## config.mk

```make
export PLATFORM = sky130hd
export DESIGN_NAME = taxi_sfp_link_ctrl
export DESIGN_NICKNAME = d
export VERILOG_FILES = /design/src/rtl/taxi_sfp_link_ctrl_pkg.sv /design/src/rtl/taxi_sfp_port_fsm.sv /design/src/rtl/taxi_sfp_link_ctrl.sv
export SDC_FILE = /design/constraint.sdc
export NUM_CORES = 1
export LEC_CHECK = 0
export ABC_CLOCK_PERIOD_IN_PS = 6300
export CAP_MARGIN = 25
export CORE_ASPECT_RATIO = 1.25
export CORE_MARGIN = 3
export CORE_UTILIZATION = 45
export DETAILED_ROUTE_END_ITERATION = 12
export GPL_ROUTABILITY_DRIVEN = 1
export PLACE_DENSITY = 0.6
export SLEW_MARGIN = 25
export SYNTH_ARGS = -nofsm -noshare
export SYNTH_HDL_FRONTEND = slang
export SYNTH_SLANG_ARGS = --single-unit
```

## constraint.sdc

```tcl
create_clock -name clk -period 6.3 [get_ports clk]
set_input_delay 0.63 -clock clk [delete_from_list [all_inputs] [get_ports clk]]
set_output_delay 0.63 -clock clk [all_outputs]
set_load 0.02 [all_outputs]
```

## src/rtl/taxi_sfp_link_ctrl_pkg.sv

```systemverilog
// Shared types and constants for the SFP+ link bring-up controller.
package taxi_sfp_link_ctrl_pkg;

  localparam int RETRY_CNT_W = 8;

  typedef enum logic [2:0] {
    ABSENT,
    RESET,
    WAIT_TX,
    WAIT_RX,
    UP,
    FAULT
  } sfp_link_state_t;

  function automatic int max3(input int a, input int b, input int c);
    int m;
    m = (a > b) ? a : b;
    return (m > c) ? m : c;
  endfunction

endpackage

```

## src/rtl/taxi_sfp_port_fsm.sv

```systemverilog
// One SFP port: pin synchronizers and debouncers, state timer, bring-up FSM,
// retry counter and registered output decode.
module taxi_sfp_port_fsm
  import taxi_sfp_link_ctrl_pkg::*;
#(
  parameter int DEBOUNCE_CYCLES = 1024,
  parameter int RST_CYCLES      = 64,
  parameter int LOCK_TIMEOUT    = 2**20,
  parameter int FAULT_HOLD      = 2**16
) (
  input  logic                   clk,
  input  logic                   rst_n,
  input  logic                   npres_i,
  input  logic                   tx_fault_i,
  input  logic                   los_i,
  input  logic                   tx_rst_done_i,
  input  logic                   rx_rst_done_i,
  input  logic                   block_lock_i,
  input  logic                   blink_i,
  output logic                   xcvr_tx_rst_o,
  output logic                   xcvr_rx_rst_o,
  output logic                   sfp_tx_disable_o,
  output logic                   link_up_o,
  output logic                   sfp_led_o,
  output logic [RETRY_CNT_W-1:0] retry_cnt_o
);

  localparam int DBW = $clog2(DEBOUNCE_CYCLES) + 1;
  localparam int TW  = $clog2(max3(LOCK_TIMEOUT, FAULT_HOLD, RST_CYCLES)) + 1;
  // Pin vector order {los, tx_fault, npres}; idle values assume no module.
  localparam logic [2:0] PIN_RST = 3'b101;

  logic [2:0]          pin_a, sync1_q, sync2_q, filt_q;
  logic [2:0][DBW-1:0] dbc_q;

  assign pin_a = {los_i, tx_fault_i, npres_i};

  always_ff @(posedge clk or negedge rst_n) begin
    if (!rst_n) begin
      sync1_q <= PIN_RST;
      sync2_q <= PIN_RST;
      filt_q  <= PIN_RST;
      dbc_q   <= '0;
    end else begin
      sync1_q <= pin_a;
      sync2_q <= sync1_q;
      for (int i = 0; i < 3; i++) begin
        if (sync2_q[i] != filt_q[i]) begin
          if (dbc_q[i] == DBW'(DEBOUNCE_CYCLES - 1)) begin
            filt_q[i] <= sync2_q[i];
            dbc_q[i]  <= '0;
          end else begin
            dbc_q[i]  <= dbc_q[i] + 1'b1;
          end
        end else begin
          dbc_q[i] <= '0;
        end
      end
    end
  end

  sfp_link_state_t       state_q, state_d;
  logic [TW-1:0]         timer_q, timer_d;
  logic [RETRY_CNT_W-1:0] retry_q;
  logic                  retry_inc, lock_to;
  logic                  npres_f, fault_f, los_f;

  assign {los_f, fault_f, npres_f} = filt_q;
  assign lock_to = timer_q >= TW'(LOCK_TIMEOUT - 1);

  always_comb begin
    state_d   = state_q;
    retry_inc = 1'b0;
    if (npres_f) begin
      state_d = ABSENT;
    end else if (fault_f && state_q != ABSENT && state_q != FAULT) begin
      state_d   = FAULT;
      retry_inc = 1'b1;
    end else begin
      unique case (state_q)
        ABSENT:  state_d = RESET;
        RESET:   if (timer_q >= TW'(RST_CYCLES - 1)) state_d = WAIT_TX;
        WAIT_TX: begin
          if (tx_rst_done_i) state_d = WAIT_RX;
          else if (lock_to) begin state_d = RESET; retry_inc = 1'b1; end
        end
        WAIT_RX: begin
          if (rx_rst_done_i && block_lock_i && !los_f) state_d = UP;
          else if (lock_to) begin state_d = RESET; retry_inc = 1'b1; end
        end
        UP:      if (!block_lock_i || los_f) state_d = WAIT_RX;
        FAULT:   if (timer_q >= TW'(FAULT_HOLD - 1)) state_d = RESET;
        default: state_d = ABSENT;
      endcase
    end
    // Saturate so idle states (ABSENT, UP) never wrap into a false terminal count.
    timer_d = (state_d != state_q) ? '0 : ((&timer_q) ? timer_q : timer_q + 1'b1);
  end

  always_ff @(posedge clk or negedge rst_n) begin
    if (!rst_n) begin
      state_q          <= ABSENT;
      timer_q          <= '0;
      retry_q          <= '0;
      xcvr_tx_rst_o    <= 1'b1;
      xcvr_rx_rst_o    <= 1'b1;
      sfp_tx_disable_o <= 1'b1;
      link_up_o        <= 1'b0;
      sfp_led_o        <= 1'b0;
    end else begin
      state_q <= state_d;
      timer_q <= timer_d;
      if (retry_inc && retry_q != '1) retry_q <= retry_q + 1'b1;
      xcvr_tx_rst_o    <= state_q inside {ABSENT, RESET, FAULT};
      xcvr_rx_rst_o    <= state_q inside {ABSENT, RESET, FAULT, WAIT_TX};
      sfp_tx_disable_o <= state_q inside {ABSENT, FAULT};
      link_up_o        <= state_q == UP;
      sfp_led_o        <= (state_q == UP) | (blink_i & (state_q inside {RESET, WAIT_TX, WAIT_RX}));
    end
  end

  assign retry_cnt_o = retry_q;

endmodule

```

## src/rtl/taxi_sfp_link_ctrl.sv

```systemverilog
// SFP+ link bring-up controller: shared LED blink timebase plus one
// independent port FSM per SFP cage.
module taxi_sfp_link_ctrl
  import taxi_sfp_link_ctrl_pkg::*;
#(
  parameter int PORTS           = 2,
  parameter int DEBOUNCE_CYCLES = 1024,
  parameter int RST_CYCLES      = 64,
  parameter int LOCK_TIMEOUT    = 2**20,
  parameter int FAULT_HOLD      = 2**16,
  parameter int BLINK_CYCLES    = 2**23
) (
  input  logic                               clk,
  input  logic                               rst_n,
  input  logic [PORTS-1:0]                   sfp_npres,
  input  logic [PORTS-1:0]                   sfp_tx_fault,
  input  logic [PORTS-1:0]                   sfp_los,
  input  logic [PORTS-1:0]                   xcvr_tx_rst_done,
  input  logic [PORTS-1:0]                   xcvr_rx_rst_done,
  input  logic [PORTS-1:0]                   rx_block_lock,
  output logic [PORTS-1:0]                   xcvr_tx_rst,
  output logic [PORTS-1:0]                   xcvr_rx_rst,
  output logic [PORTS-1:0]                   sfp_tx_disable,
  output logic [PORTS-1:0]                   link_up,
  output logic [PORTS-1:0]                   sfp_led,
  output logic [PORTS-1:0][RETRY_CNT_W-1:0]  retry_cnt
);

  localparam int BW = $clog2(BLINK_CYCLES + 1);

  logic [BW-1:0] blink_cnt_q;
  logic          blink_q;

  always_ff @(posedge clk or negedge rst_n) begin
    if (!rst_n) begin
      blink_cnt_q <= '0;
      blink_q     <= 1'b0;
    end else if (blink_cnt_q == BW'(BLINK_CYCLES - 1)) begin
      blink_cnt_q <= '0;
      blink_q     <= ~blink_q;
    end else begin
      blink_cnt_q <= blink_cnt_q + 1'b1;
    end
  end

  for (genvar p = 0; p < PORTS; p++) begin : g_port
    taxi_sfp_port_fsm #(
      .DEBOUNCE_CYCLES (DEBOUNCE_CYCLES),
      .RST_CYCLES      (RST_CYCLES),
      .LOCK_TIMEOUT    (LOCK_TIMEOUT),
      .FAULT_HOLD      (FAULT_HOLD)
    ) u_port (
      .clk              (clk),
      .rst_n            (rst_n),
      .npres_i          (sfp_npres[p]),
      .tx_fault_i       (sfp_tx_fault[p]),
      .los_i            (sfp_los[p]),
      .tx_rst_done_i    (xcvr_tx_rst_done[p]),
      .rx_rst_done_i    (xcvr_rx_rst_done[p]),
      .block_lock_i     (rx_block_lock[p]),
      .blink_i          (blink_q),
      .xcvr_tx_rst_o    (xcvr_tx_rst[p]),
      .xcvr_rx_rst_o    (xcvr_rx_rst[p]),
      .sfp_tx_disable_o (sfp_tx_disable[p]),
      .link_up_o        (link_up[p]),
      .sfp_led_o        (sfp_led[p]),
      .retry_cnt_o      (retry_cnt[p])
    );
  end

endmodule

```

### After elaboration in Yosys (flattened, before gate mapping)

Index checks and enable logic that the tools add are counted.

| storage, ports and cells | value |
|---|---|
| logic and storage cells | 170 |
| input port bits | 14 |
| bits in registers | 183 |
| output and inout port bits | 26 |

| cells by class | value |
|---|---|
| order comparisons | 6 |
| mux-type cells | 47 |
| add/subtract/negate cells | 11 |
| reductions and logical operators | 36 |
| equality and inequality tests | 31 |
| bitwise logic cells | 5 |

Operators with widths:

| operator | count |
|---|---|
| 11-bit 2-to-1 mux | 12 |
| 21-bit 2-to-1 mux | 4 |
| 11-bit by 1-bit adder with 11-bit output (second input constant) | 6 |
| 11-bit by 10-bit equality test with 1-bit output (second input constant) | 6 |
| 3-bit 2-to-1 mux | 16 |
| 21-bit by 1-bit adder with 21-bit output (second input constant) | 2 |
| 21-bit by 16-bit greater-or-equal comparator with 1-bit output (second input constant) | 2 |
| 21-bit by 20-bit greater-or-equal comparator with 1-bit output (second input constant) | 2 |
| 21-bit by 6-bit greater-or-equal comparator with 1-bit output (second input constant) | 2 |
| 21-bit AND reduction | 2 |
| 3-bit case mux with 6 select lines | 2 |
| 24-bit by 1-bit adder with 24-bit output (second input constant) | 1 |
| 24-bit by 23-bit equality test with 1-bit output (second input constant) | 1 |
| 24-bit 2-to-1 mux | 1 |
| 3-bit nonzero test | 6 |
| 8-bit by 1-bit adder with 8-bit output (second input constant) | 2 |
| 8-bit inequality test (second input constant) | 2 |
| 3-bit by 2-bit equality test with 1-bit output (second input constant) | 4 |
| 3-bit equality test (second input constant) | 4 |
| 2-bit AND reduction | 6 |
| 1-bit logical AND | 10 |
| 1-bit 2-to-1 mux | 10 |
| 4-bit nonzero test | 2 |
| 3-bit by 1-bit equality test with 1-bit output (second input constant) | 2 |
| 12 further kinds | 29 |

### Longest topological paths before layout

| logic depth | value |
|---|---|
| depth in word-level cells | 8 |
| depth in mapped cells | 9 |
| depth with buffers taken out | 7 |

### Modules after synthesis

A second synthesis with hierarchy kept.

| unflattened totals | value |
|---|---|
| cells, all modules | 913 |
| area total of the unflattened synthesis | 9262.6 µm² |

By module, submodules not included:

| module | area an instance (µm²) | sequential area each (µm²) | times used | cells each |
|---|---|---|---|---|
| taxi_sfp_port_fsm (g_port[0].u_port) | 4030.1 | 1988.2 | 1 | 404 |
| taxi_sfp_port_fsm (g_port[1].u_port) | 4011.3 | 1988.2 | 1 | 400 |
| taxi_sfp_link_ctrl | 1221.2 | 625.6 | 1 | 109 |

### Worst setup path before layout

Ideal clock, no wire load.

| path | value |
|---|---|
| kind | register to register |
| start point | register g_port[0].u_port.timer_q[0] |
| end point | register g_port[0].u_port.timer_q[11] |
| data required time | 6.162 ns |
| arrival time | 2.054 ns |
| path buffers | 2 |
| setup time | 0.138 ns |
| slack | 4.109 ns |
| clock period less this slack | 2.191 ns |
| stages on the path, launching flop included | 10 |
| cells stage by stage | dfrtp_1 ha_1 buf_2 or3b_2 a21oi_1 a22oi_1 a21oi_1 o21a_1 clkbuf_1 nor4_1 |

| on the way | value |
|---|---|
| word-level cells in the longest chain between the ends | 8 |
| elaborated cells between the ends (all ways) | 17 |
| classes of those cells | add/sub: 1; order compare: 3; eq/ne: 2; mux: 10; reduce/logical: 1 |

RTL lines:

| element | line | text |
|---|---|---|
| start, declared | taxi_sfp_port_fsm.sv:63 | `logic [TW-1:0] timer_q, timer_d;` |
| start signal, assigned | taxi_sfp_port_fsm.sv:112 | `timer_q <= timer_d;` |
| 21-bit by 20-bit greater-or-equal comparator with 1-bit output | taxi_sfp_port_fsm.sv:69 | `assign lock_to = timer_q >= TW'(LOCK_TIMEOUT - 1);` |
| 3-bit 2-to-1 mux | taxi_sfp_port_fsm.sv:85, taxi_sfp_port_fsm.sv:89 |  |
| 3-bit 2-to-1 mux (on tied branches) | taxi_sfp_port_fsm.sv:88, taxi_sfp_port_fsm.sv:84 |  |
| 3-bit case mux with 6 select lines | taxi_sfp_port_fsm.sv:80 | `unique case (state_q)` |
| 3-bit 2-to-1 mux | taxi_sfp_port_fsm.sv:76 | `end else if (fault_f && state_q != ABSENT && state_q != FAULT) begin` |
| 3-bit 2-to-1 mux | taxi_sfp_port_fsm.sv:74 | `if (npres_f) begin` |
| 3-bit inequality test | taxi_sfp_port_fsm.sv:97 | `timer_d = (state_d != state_q) ? '0 : ((&timer_q) ? timer_q : timer_q + 1'b1);` |
| 2-bit by 1-bit inequality test with 1-bit output (no source line) or 21-bit 2-to-1 mux (tied branches) | n/a |  |

Parallel ways exist; a longest one is shown, timed or not. The select of a mux whose other input is x is not followed.
A chain may end at the register's enable or synchronous reset.

### Worst setup path after layout

| path | value |
|---|---|
| start point | register g_port[0].u_port.timer_q[0] |
| end point | register g_port[0].u_port.timer_q[14] |

The elaborated chain is that of the path after synthesis.

==> flow_summary_export.csv <==
group,metric,value,unit
run_status,status,"finished clean",
global_route,antenna_found_initial,0,
power_and_ir_drop,leakage,4.51,nW
power_and_ir_drop,sw_frac_of_total,20.7,%
logic_synthesis,yosysMostFrequentCell,"dfrtp_1",
setup_path,worst-endpoint-required,6570,ps
die,die_y,165,µm
setup_path,start_kind,"register",
setup_path,cp_slowest_cell,"nand2_1",
logic_synthesis,synth_seq_cells,183,
power_and_ir_drop,clockPowerShare,47.1,%
logic_synthesis,synth_nets,911,
logic_synthesis,synth_seq_area_share,50.4,%
die,core_area,0.0197,mm²
power_and_ir_drop,pwr-share-seq,50.3,%
clock_network,cts_root_buf,"clkbuf_16",
die,start_util,46.4,%
clock_network,clkLatencyLatePin,430,ps
power_and_ir_drop,p_sw,0.497,mW
timing,rsz0062_at_grt,"false",
placement,place_area,0.00964,mm²
setup_path,path_cells,"ha_1 -> or3b_2 -> a21oi_1 -> nor4b_1 -> o311a_1 -> nand2_1 -> nor4_1",
finish,syn_to_final_growth,12.5,%
setup_path,arrival,3080,ps
setup_path,cpPeakStageDelay,560,ps
finish,stdcell_area,0.0103,mm²
clock_network,clock_path_buffers,2,
logic_synthesis,netlist.area_leader.share,45.2,%
timing,setup_viol,0,
logic_synthesis,async_flop_share,100,%
timing,relSlewSlack,33.8,%
clock_network,clkTransAtPathRegs,70,ps
die,fp-row-count,57,
finish,num_antenna_cells,0,
die,die_w,133,µm
finish,layout-drive-gt1-share,10.3,%
clock_network,cts_hold_buf,0,
setup_path,critPathBufInv,0,
setup_path,reg2regPathDepth,7,
logic_synthesis,avgSynthCellArea,10.3,µm²
timing,hold_viol,0,
logic_synthesis,ys_top_cells_by_count,"dfrtp_1, nor2_1, xor2_1",
timing,tns,0,ps
logic_synthesis,yosysWarningCount,0,
timing,fin_skew,12.1,ps
logic_synthesis,syn_area,0.00913,mm²
timing,drv_slew,0,
global_route,grt_pass1_vias,6361,
setup_path,cpLargestDelayFamily,"simple AND/OR/NAND/NOR gates",
power_and_ir_drop,ir_drop,0.000193,V
logic_synthesis,syn_inst,886,
clock_network,cts_tree,"built",
timing,fin_crit,2820,ps
power_and_ir_drop,powerDensity,233,mW/mm²
setup_path,cp.depth,7,
setup_path,cp_max_fo,20,
placement,gp_congestion,0.824,
placement,port_buffers,39,
clock_network,postCtsResizedCells,0,
power_and_ir_drop,power.internal,1.90,mW
power_and_ir_drop,power_frac_comb,2.6,%
clock_network,post_cts_buffers,0,
clock_network,cts_sinks,183,
drt,viasPerCell,5.34,
drt,ant_nets,0,
drt,drtPass1Iterations,5,
logic_synthesis,synth_largest_area_cell,"dfrtp_1",
drt,drc,0,
global_route,grt_use_total,16.5,%
finish,nNetsFinal,931,
hold_path,min_path_type,"in2async",
global_route,grt_max_degree,123,
timing,worstMarginPinSlew,988,ps
logic_synthesis,synth_edf_count,0,
drt,wl_per_cell,14.4,µm
global_route,grt_remaining_overflow,0,
die,die_area,0.0220,mm²
timing,fin_crit_sh,44.7,%
setup_path,cp-end-kind,"register",
setup_path,r2r_setup_slack,3480,ps
drt,routed_wl,17.0,mm
setup_path,critical_path_class,"reg2reg",
logic_synthesis,synth_cell_type_count,72,
flow_run,maxCapViolations,0,
clock_network,cts_buffers,17,
die,ios,40,
logic_synthesis,yosys_most_used_dff,"dfrtp_1",
drt,vias,6317,
timing,max_freq,355,MHz
logic_synthesis,yosys-top-cells-area,"dfrtp_1, xor2_1, dfstp_2",
placement,dp_hpwl,11.4,mm
clock_network,cts_max_level,4,
global_route,grt_pass1_wl,30.1,mm
drt,drtIter0Drc,395,
==> area by class of cell <==
type | instances | area, µm²
inverter | 23 | 86.3
multi-input combinational | 638 | 4200
fill | 1830 | 9410
timing repair buffer | 43 | 425
clock buffer | 22 | 464
sequential | 183 | 4600
clock inverter | 10 | 169
tap | 265 | 332
==> cells by family after synthesis <==
family                   count (synthesis)  synth area share (%)
multiplexers                            10                  1.22
XOR/XNOR                               126                  12.1
AO/OA/AOI/OAI                           88                  6.99
flip-flops                             183                  50.4
AND/OR/NAND/NOR                        403                  24.1
adder cells (fa/ha/maj)                 11                  1.51
buffers and inverters                   65                  3.74
==> worst register-to-register path, stage by stage, from the launching register on <==
cell and delay [ps]:
dfrtp_1 410, ha_1 390, or3b_2 480, a21oi_1 260
nor4b_1 110, o311a_1 310, nand2_1 560, nor4_1 130
==> power groups by stage <==
stage	Clock (mW)	Sequential [mW]	Combinational, mW
2_1_floorplan	0	1.22	0.0269
3_3_place_gp	0	1.23	0.0654
3_5_place_dp	0	1.23	0.0660
4_1_cts	1.16	1.21	0.0664
5_1_grt	1.21	1.21	0.0748
6_report	1.13	1.21	0.0633
==> registers in the layout, summed over array words and instances (netlist names), 6 cells and up <==
name / flops
g_port.u_port.dbc_q: 66
g_port.u_port.timer_q: 42
blink_cnt_q: 24
g_port.u_port.retry_cnt_o: 16
g_port.u_port.filt_q: 6
g_port.u_port.state_q: 6
g_port.u_port.sync1_q: 6
g_port.u_port.sync2_q: 6
==> per-layer routing <==
metal  track usage, %  part of all wire (%)
met1             22.1                    48
met2             27.6                    49
met3             2.97                   2.3
met4             5.00                   1.4
met5                0                     0
==> through the flow <==
stage	utilization [%]	cells	total power, mW	setup WS [ps]	hold WS (ps)
after floorplan	-	886	1.25	4110	331
after global placement	48.9	1152	1.29	3390	335
after detailed placement	49.0	1152	1.29	3410	335
after CTS	52.2	1184	2.43	3490	350
after global routing	52.2	1184	2.50	3300	354
final	52.2	1184	2.40	3480	285
==> worst paths after layout <==
kind / start / to
max: g_port[0].u_port.timer_q[0] / g_port[0].u_port.timer_q[14]
min: rst_n / g_port[1].u_port.dbc_q[13]
max reg2reg: g_port[0].u_port.timer_q[0] / g_port[0].u_port.timer_q[14]
min reg2reg: g_port[0].u_port.sync1_q[1] / g_port[0].u_port.sync2_q[1]
max in group asynchronous: rst_n / blink_cnt_q[13]
min in group clk: g_port[0].u_port.sync1_q[1] / g_port[0].u_port.sync2_q[1]
==> cell usage in the layout (no fill, tap or decap), types with 7 or more instances in the layout <==
cell | synthesis | routed
nand2_1 | 51 | 51
o21ai_0 | 17 | 17
nor2b_1 | 8 | 8
nor3_2 | 11 | 11
and3_1 | 24 | 24
nor4_1 | 28 | 28
clkbuf_16 | 0 | 17
inv_1 | 22 | 22
nor2_1 | 113 | 113
ha_1 | 11 | 11
a31oi_1 | 7 | 7
dfstp_2 | 18 | 18
nor3_1 | 27 | 27
and4_1 | 10 | 10
nand4_1 | 32 | 32
a21oi_1 | 16 | 16
nand3_1 | 48 | 48
xor2_1 | 72 | 72
xnor2_1 | 54 | 54
dfrtp_1 | 165 | 165
clkdlybuf4s50_1 | 0 | 38
Power figures use the tool's default switching activity.
